--- src/rtl/md5_block_sched_if.sv ---
// rtl/md5_block_sched_if.sv - message stream, core control and digest bundle for md5_block_sched
interface md5_block_sched_if;
  logic [31:0]  in_word;
  logic         in_valid;
  logic         in_last;
  logic         in_ready;
  logic         core_en1;
  logic         core_en2;
  logic         core_en3;
  logic         core_en4;
  logic [127:0] core_data;
  logic [127:0] core_iv;
  logic         core_start;
  logic         core_done;
  logic [127:0] core_digest;
  logic [127:0] dig_o;
  logic         dig_valid;
  logic         dig_ready;
  logic         busy;
  logic         err_timeout;
  logic         err_clr;

  modport master (
    output in_word, in_valid, in_last, core_done, core_digest, dig_ready, err_clr,
    input  in_ready, core_en1, core_en2, core_en3, core_en4, core_data, core_iv,
           core_start, dig_o, dig_valid, busy, err_timeout
  );

  modport slave (
    input  in_word, in_valid, in_last, core_done, core_digest, dig_ready, err_clr,
    output in_ready, core_en1, core_en2, core_en3, core_en4, core_data, core_iv,
           core_start, dig_o, dig_valid, busy, err_timeout
  );
endinterface

--- src/rtl/md5_block_sched.sv ---
// rtl/md5_block_sched.sv - MD5 block sequencer: packs 16 words, loads/starts the core, chains digests
module md5_block_sched #(
  parameter logic [127:0] IV      = 128'h67452301_efcdab89_98badcfe_10325476,
  parameter int           TIMEOUT = 96,
  parameter int           CNT_W   = 7
) (
  input logic              clk,
  input logic              reset,
  md5_block_sched_if.slave bus
);
  localparam logic [2:0] S_COLLECT = 3'd0;
  localparam logic [2:0] S_LOAD    = 3'd1;
  localparam logic [2:0] S_START   = 3'd2;
  localparam logic [2:0] S_WAIT    = 3'd3;
  localparam logic [2:0] S_OUTPUT  = 3'd4;

  localparam logic [CNT_W-1:0] CNT_LAST = CNT_W'(TIMEOUT - 1);

  logic [2:0]       state_q, state_d;
  logic [3:0]       wcnt_q, wcnt_d;
  logic [1:0]       ld_q, ld_d;
  logic [511:0]     blk_q, blk_d;
  logic [127:0]     chain_q, chain_d;
  logic             last_q, last_d;
  logic [CNT_W-1:0] cnt_q, cnt_d;
  logic [127:0]     dig_q, dig_d;
  logic             dig_valid_q, dig_valid_d;
  logic             err_q, err_d;
  logic             timeout_hit;

  always_comb begin
    state_d     = state_q;
    wcnt_d      = wcnt_q;
    ld_d        = ld_q;
    blk_d       = blk_q;
    chain_d     = chain_q;
    last_d      = last_q;
    cnt_d       = cnt_q;
    dig_d       = dig_q;
    dig_valid_d = dig_valid_q;
    timeout_hit = 1'b0;
    case (state_q)
      S_COLLECT: begin
        if (bus.in_valid) begin
          blk_d[9'd511 - {wcnt_q, 5'd0} -: 32] = bus.in_word;
          wcnt_d = wcnt_q + 4'd1;
          if (wcnt_q == 4'd15) begin
            last_d  = bus.in_last;
            state_d = S_LOAD;
          end
        end
      end
      S_LOAD: begin
        ld_d = ld_q + 2'd1;
        if (ld_q == 2'd3) state_d = S_START;
      end
      S_START: begin
        cnt_d   = '0;
        state_d = S_WAIT;
      end
      S_WAIT: begin
        // A completion in the timeout cycle still counts as success.
        if (bus.core_done) begin
          chain_d = bus.core_digest;
          if (last_q) begin
            dig_d       = bus.core_digest;
            dig_valid_d = 1'b1;
            state_d     = S_OUTPUT;
          end else begin
            state_d = S_COLLECT;
          end
        end else if (cnt_q == CNT_LAST) begin
          timeout_hit = 1'b1;
          chain_d     = IV;
          last_d      = 1'b0;
          state_d     = S_COLLECT;
        end else begin
          cnt_d = cnt_q + CNT_W'(1);
        end
      end
      S_OUTPUT: begin
        if (bus.dig_ready) begin
          dig_valid_d = 1'b0;
          chain_d     = IV;
          state_d     = S_COLLECT;
        end
      end
      default: state_d = S_COLLECT;
    endcase
    err_d = err_q;
    if (bus.err_clr) err_d = 1'b0;
    if (timeout_hit) err_d = 1'b1;
  end

  always_ff @(posedge clk or negedge reset) begin
    if (!reset) begin
      state_q     <= S_COLLECT;
      wcnt_q      <= '0;
      ld_q        <= '0;
      blk_q       <= '0;
      chain_q     <= IV;
      last_q      <= 1'b0;
      cnt_q       <= '0;
      dig_q       <= '0;
      dig_valid_q <= 1'b0;
      err_q       <= 1'b0;
    end else begin
      state_q     <= state_d;
      wcnt_q      <= wcnt_d;
      ld_q        <= ld_d;
      blk_q       <= blk_d;
      chain_q     <= chain_d;
      last_q      <= last_d;
      cnt_q       <= cnt_d;
      dig_q       <= dig_d;
      dig_valid_q <= dig_valid_d;
      err_q       <= err_d;
    end
  end

  assign bus.in_ready    = (state_q == S_COLLECT);
  assign bus.busy        = (state_q != S_COLLECT);
  assign bus.core_en1    = (state_q == S_LOAD) && (ld_q == 2'd0);
  assign bus.core_en2    = (state_q == S_LOAD) && (ld_q == 2'd1);
  assign bus.core_en3    = (state_q == S_LOAD) && (ld_q == 2'd2);
  assign bus.core_en4    = (state_q == S_LOAD) && (ld_q == 2'd3);
  assign bus.core_data   = (state_q == S_LOAD) ? blk_q[9'd511 - {ld_q, 7'd0} -: 128] : '0;
  assign bus.core_start  = (state_q == S_START);
  assign bus.core_iv     = chain_q;
  assign bus.dig_o       = dig_q;
  assign bus.dig_valid   = dig_valid_q;
  assign bus.err_timeout = err_q;
endmodule

--- src/flat_wrapper.sv ---
// flat-port wrapper written by rule: the top's interface ports become plain ports
module md5_block_sched_flat 
#(
  parameter logic [127:0] IV      = 128'h67452301_efcdab89_98badcfe_10325476,
  parameter int           TIMEOUT = 96,
  parameter int           CNT_W   = 7
)
  (clk, reset, bus_in_word, bus_in_valid, bus_in_last, bus_core_done, bus_core_digest, bus_dig_ready, bus_err_clr, bus_in_ready, bus_core_en1, bus_core_en2, bus_core_en3, bus_core_en4, bus_core_data, bus_core_iv, bus_core_start, bus_dig_o, bus_dig_valid, bus_busy, bus_err_timeout);
  md5_block_sched_if bus_i ();
  input logic clk;
  input logic reset;
  input wire logic [$bits(bus_i.in_word)-1:0] bus_in_word;
  input wire logic [$bits(bus_i.in_valid)-1:0] bus_in_valid;
  input wire logic [$bits(bus_i.in_last)-1:0] bus_in_last;
  input wire logic [$bits(bus_i.core_done)-1:0] bus_core_done;
  input wire logic [$bits(bus_i.core_digest)-1:0] bus_core_digest;
  input wire logic [$bits(bus_i.dig_ready)-1:0] bus_dig_ready;
  input wire logic [$bits(bus_i.err_clr)-1:0] bus_err_clr;
  output wire logic [$bits(bus_i.in_ready)-1:0] bus_in_ready;
  output wire logic [$bits(bus_i.core_en1)-1:0] bus_core_en1;
  output wire logic [$bits(bus_i.core_en2)-1:0] bus_core_en2;
  output wire logic [$bits(bus_i.core_en3)-1:0] bus_core_en3;
  output wire logic [$bits(bus_i.core_en4)-1:0] bus_core_en4;
  output wire logic [$bits(bus_i.core_data)-1:0] bus_core_data;
  output wire logic [$bits(bus_i.core_iv)-1:0] bus_core_iv;
  output wire logic [$bits(bus_i.core_start)-1:0] bus_core_start;
  output wire logic [$bits(bus_i.dig_o)-1:0] bus_dig_o;
  output wire logic [$bits(bus_i.dig_valid)-1:0] bus_dig_valid;
  output wire logic [$bits(bus_i.busy)-1:0] bus_busy;
  output wire logic [$bits(bus_i.err_timeout)-1:0] bus_err_timeout;
  assign bus_i.in_word = bus_in_word;
  assign bus_i.in_valid = bus_in_valid;
  assign bus_i.in_last = bus_in_last;
  assign bus_i.core_done = bus_core_done;
  assign bus_i.core_digest = bus_core_digest;
  assign bus_i.dig_ready = bus_dig_ready;
  assign bus_i.err_clr = bus_err_clr;
  assign bus_in_ready = bus_i.in_ready;
  assign bus_core_en1 = bus_i.core_en1;
  assign bus_core_en2 = bus_i.core_en2;
  assign bus_core_en3 = bus_i.core_en3;
  assign bus_core_en4 = bus_i.core_en4;
  assign bus_core_data = bus_i.core_data;
  assign bus_core_iv = bus_i.core_iv;
  assign bus_core_start = bus_i.core_start;
  assign bus_dig_o = bus_i.dig_o;
  assign bus_dig_valid = bus_i.dig_valid;
  assign bus_busy = bus_i.busy;
  assign bus_err_timeout = bus_i.err_timeout;
  md5_block_sched #(.IV(IV), .TIMEOUT(TIMEOUT), .CNT_W(CNT_W)) u_core (.clk(clk), .reset(reset), .bus(bus_i));
endmodule
--- config.mk ---
export PLATFORM = sky130hd
export DESIGN_NAME = md5_block_sched_flat
export DESIGN_NICKNAME = d
export VERILOG_FILES = /design/src/rtl/md5_block_sched_if.sv /design/src/rtl/md5_block_sched.sv /design/src/flat_wrapper.sv
export SDC_FILE = /design/constraint.sdc
export NUM_CORES = 1
export LEC_CHECK = 0
export CORE_MARGIN = 3
export CORE_UTILIZATION = 38
export CTS_CLUSTER_DIAMETER = 120
export CTS_CLUSTER_SIZE = 25
export DETAILED_ROUTE_END_ITERATION = 6
export PLACE_DENSITY = 0.58
export SLEW_MARGIN = 25
export SYNTH_ARGS = -nofsm -noshare
export SYNTH_HDL_FRONTEND = slang
export SYNTH_SLANG_ARGS = --single-unit
export TNS_END_PERCENT = 30
--- constraint.sdc ---
create_clock -name clk -period 3.77 [get_ports clk]
set_clock_uncertainty 0.05 [all_clocks]
set_input_delay 0.9425 -clock clk [delete_from_list [all_inputs] [get_ports clk]]
set_output_delay 0.9425 -clock clk [all_outputs]
set_load 0.05 [all_outputs]
==> results.md <==
* Outcome: finished, final reports clean
* Largest net degree at the start of global routing at 136
* Final WL at 108 mm
* Yosys top cell by area: dfrtp_1
* Placed cell count at 4656
* RePlAce Congestion at 0.812
* Setup Viol. Count Final at 0
* Total Routing Usage GR at 0.225
* Pre-antenna DRT Iters at 5
* Crit-path leading delay family: flip-flops
* Final routed DRC violation total at 0
* Highest clock rate at 0.275 GHz
* Leakage at 19.0 nW
* FF+latch count, synth at 787
* Non-Filler Instances at 4717
* Final max-slew violation count at 0
* Most common cell in the netlist: nand2_1
* Worst hold slack at 0.303 ns
* TritonCTS Buffers at 39
* Clk_lat worst skew at 0.59 ns
* CTS tree: built
* Core Area at 89100 µm²
* Fill count at 8238
* Vias in the first global route at 24300
* Met1 usage at 0.305
* Worst-path clk slew at 0.11 ns
* Global-route wire length before repair at 161 mm
* Initial DRC Count at 1786
* Mapped Cells at 3085
* Grt met3 use at 0.0450
* Post-Place Worst Slack at 0.448 ns
* Critical path required time at 2.78 ns
* Worst-path cell chain: buf_12 > mux4_2 > and2_1 > buf_4
* Worst slew margin at 0.328
* Post-DP HPWL at 72.9 mm
* Final worst slack at 0.133 ns
* Fin crit share at 0.965
* P&R area growth vs syn at 25.0%
* Clock Path Buffers at 3
* Layout cells sized above 1 at 0.188
* Cell variety after synth at 47
* Synth top area cells: dfrtp_1 (53%), mux4_2 (8.4%), nand2_1 (8.1%)
* Post-synth ARST share at 1.00
* H-tree depth at 2
* R2r setup slk at 1.03 ns
* Min Tclk post-route at 3.64 ns
* CP Max Fanout at 35
* DIE AREA at 94200 µm²
* Detail Route Antenna Nets at 0
* Die W at 307 µm
* Hold crit path type: in2async
* Setup TNS at 0 ns
* Synth warn at 0
* Total of max-cap violations at 0
* WP data arrival at 2.64 ns
* Post-layout util at 0.483
* Hold Vio Cnt, Final at 0
* Sequential share of the synthesized area at 0.574
* Gr busiest metal: met2
* Synth Area per Inst at 11.2 µm²
* Setup crit start kind: register
* Initial antenna violation count at 10
* Die Y at 307 µm
* Critical path class: reg2out
* Routed WL per cell at 23.0 µm
* Initial core utilization at 0.387
* CP peak stage delay at 0.65 ns
* Yosys top cell area share at 0.526
* Pwr dens at 835 nW/µm²
* Max rail drop VDD at 0.380 mV
* Grt ovf at 0
* Worst setup EP type: output pin
* Syn Nets at 3263
* DR vias/cell at 5.20
* Post-synth EDFFs at 0
* Via count at 24500
* Cts hold-fix bufs at 0
* Clk root buf: clkbuf_16
* Boundary Pins at 560
* Cell Area, Synth at 34400 µm²
* Row cnt at 109
* RSZ-0062 raised after global routing: no
* Fin nets at 3712
* Met2 Track Usage GR at 0.367
* Worst-Margin Slew at 1.01 ns
* Most instantiated cells after synthesis: nand2_1 (746), dfrtp_1 (723), o21ai_0 (427)
* Slowest stage cell, crit path: dfrtp_4
* Prevailing post-synth register cell: dfrtp_1
* PortBufs at 559
* # clock sinks at 787
* CP Buf/Inv Count at 2
-- routing by layer --
| metal | part of all wire | vias to the layer above |
|---|---|---|
| li1 | - | 11500 |
| met1 | 0.43 | 12300 |
| met2 | 0.48 | 627 |
| met3 | 0.066 | 127 |
| met4 | 0.031 | 14 |
| met5 | 0.00095 | - |
-- cell usage in the layout, fill, tap and decap left out, types with 3 or more instances in the layout --
| master | n |
|---|---|
| nor2b_1 | 5 |
| clkbuf_1 | 13 |
| inv_1 | 9 |
| nand3b_1 | 4 |
| and2_1 | 132 |
| dfstp_2 | 64 |
| buf_12 | 99 |
| o21ai_2 | 53 |
| a21oi_1 | 3 |
| xnor2_1 | 3 |
| nand3b_2 | 3 |
| buf_4 | 109 |
| nand2_1 | 745 |
| o21ai_1 | 108 |
| mux2i_1 | 65 |
| nor2_2 | 5 |
| nand4_1 | 66 |
| ha_1 | 11 |
| nor2_1 | 133 |
| mux4_2 | 128 |
| mux2_2 | 129 |
| nand4b_4 | 3 |
| clkdlybuf4s50_1 | 425 |
| dfrtp_1 | 719 |
| nand4_4 | 3 |
| o21ai_0 | 426 |
| clkbuf_16 | 42 |
| nand3_4 | 6 |
-- layout make-up --
type                    instances  area (µm²)  share of cell area
inverters                       9        33.8            0.000785
clock inverters                 3        70.1             0.00163
repair buffers                638        7140               0.166
flip-flops and latches        787       19800               0.460
multi-input cells            2059       13500               0.313
diodes                          2        5.00            0.000116
well taps                    1165        1460              0.0339
clock buffers                  54        1070              0.0250
-- path summary, 6_finish.rpt --
| check | from | depth (start not counted) | endpoint |
|---|---|---|---|
| max | u_core.ld_q[0] | 4 | bus_core_data[46] |
| max in group asynchronous | reset | 2 | u_core.state_q[1] |
| max reg2reg | u_core.state_q[2] | 5 | u_core.bus.dig_o[74] |
| min in group clk | u_core.blk_q[124] | 2 | u_core.blk_q[124] |
| min reg2reg | u_core.blk_q[124] | 2 | u_core.blk_q[124] |
| min | reset | 1 | u_core.blk_q[371] |
-- state kept, by name, indices dropped and copies added, names as in the netlist --
| register | flops |
|---|---|
| u_core.bus.core_iv | 128 |
| u_core.bus.err_timeout | 1 |
| u_core.cnt_q | 7 |
| u_core.bus.dig_o | 128 |
| u_core.bus.dig_valid | 1 |
| u_core.last_q | 1 |
| u_core.state_q | 3 |
| u_core.wcnt_q | 4 |
| u_core.ld_q | 2 |
| u_core.blk_q | 512 |
-- worst register-to-register path: cells and delay by family (launching register included) --
kind / cells / cell delay (ns)
flops: 1 / 0.77
simple gates: 3 / 0.77
buf+inv: 1 / 0.60
mux: 1 / 0.47
-- stage by stage --
| step | area (µm²) | power, mW |
|---|---|---|
| final | 43000 | 35.9 |
| after global routing | 43000 | 37.9 |
| after CTS | 43000 | 36.3 |
| after detailed placement | 41800 | 31.4 |
| after global placement | 41800 | 31.1 |
| after floorplan | 34400 | 24.8 |
-- report_power, final --
part / leakage, nW / switching, mW / total, mW / internal [mW]
combinational: 7.98 / 11.0 / 17.4 / 6.41
sequential: 10.5 / 1.82 / 13.6 / 11.8
clock: 0.552 / 2.86 / 4.91 / 2.05
total: 19.0 / 15.7 / 35.9 / 20.2
-- kinds of logic after synthesis --
kind of cell,share of synthesized area
simple gates,0.145
compound gates,0.0941
flops,0.574
buf+inv,0.0363
xor+xnor,0.000763
mux,0.145
fa+ha+maj,0.00400
-- repair_timing --
item                       CTS  global route
pin swaps                    0             1
gates cloned                 0             1
gates resized for setup      2             3
setup endpoints to repair   32             5
setup buffers                0             1
Power figures use the tool's default switching activity.
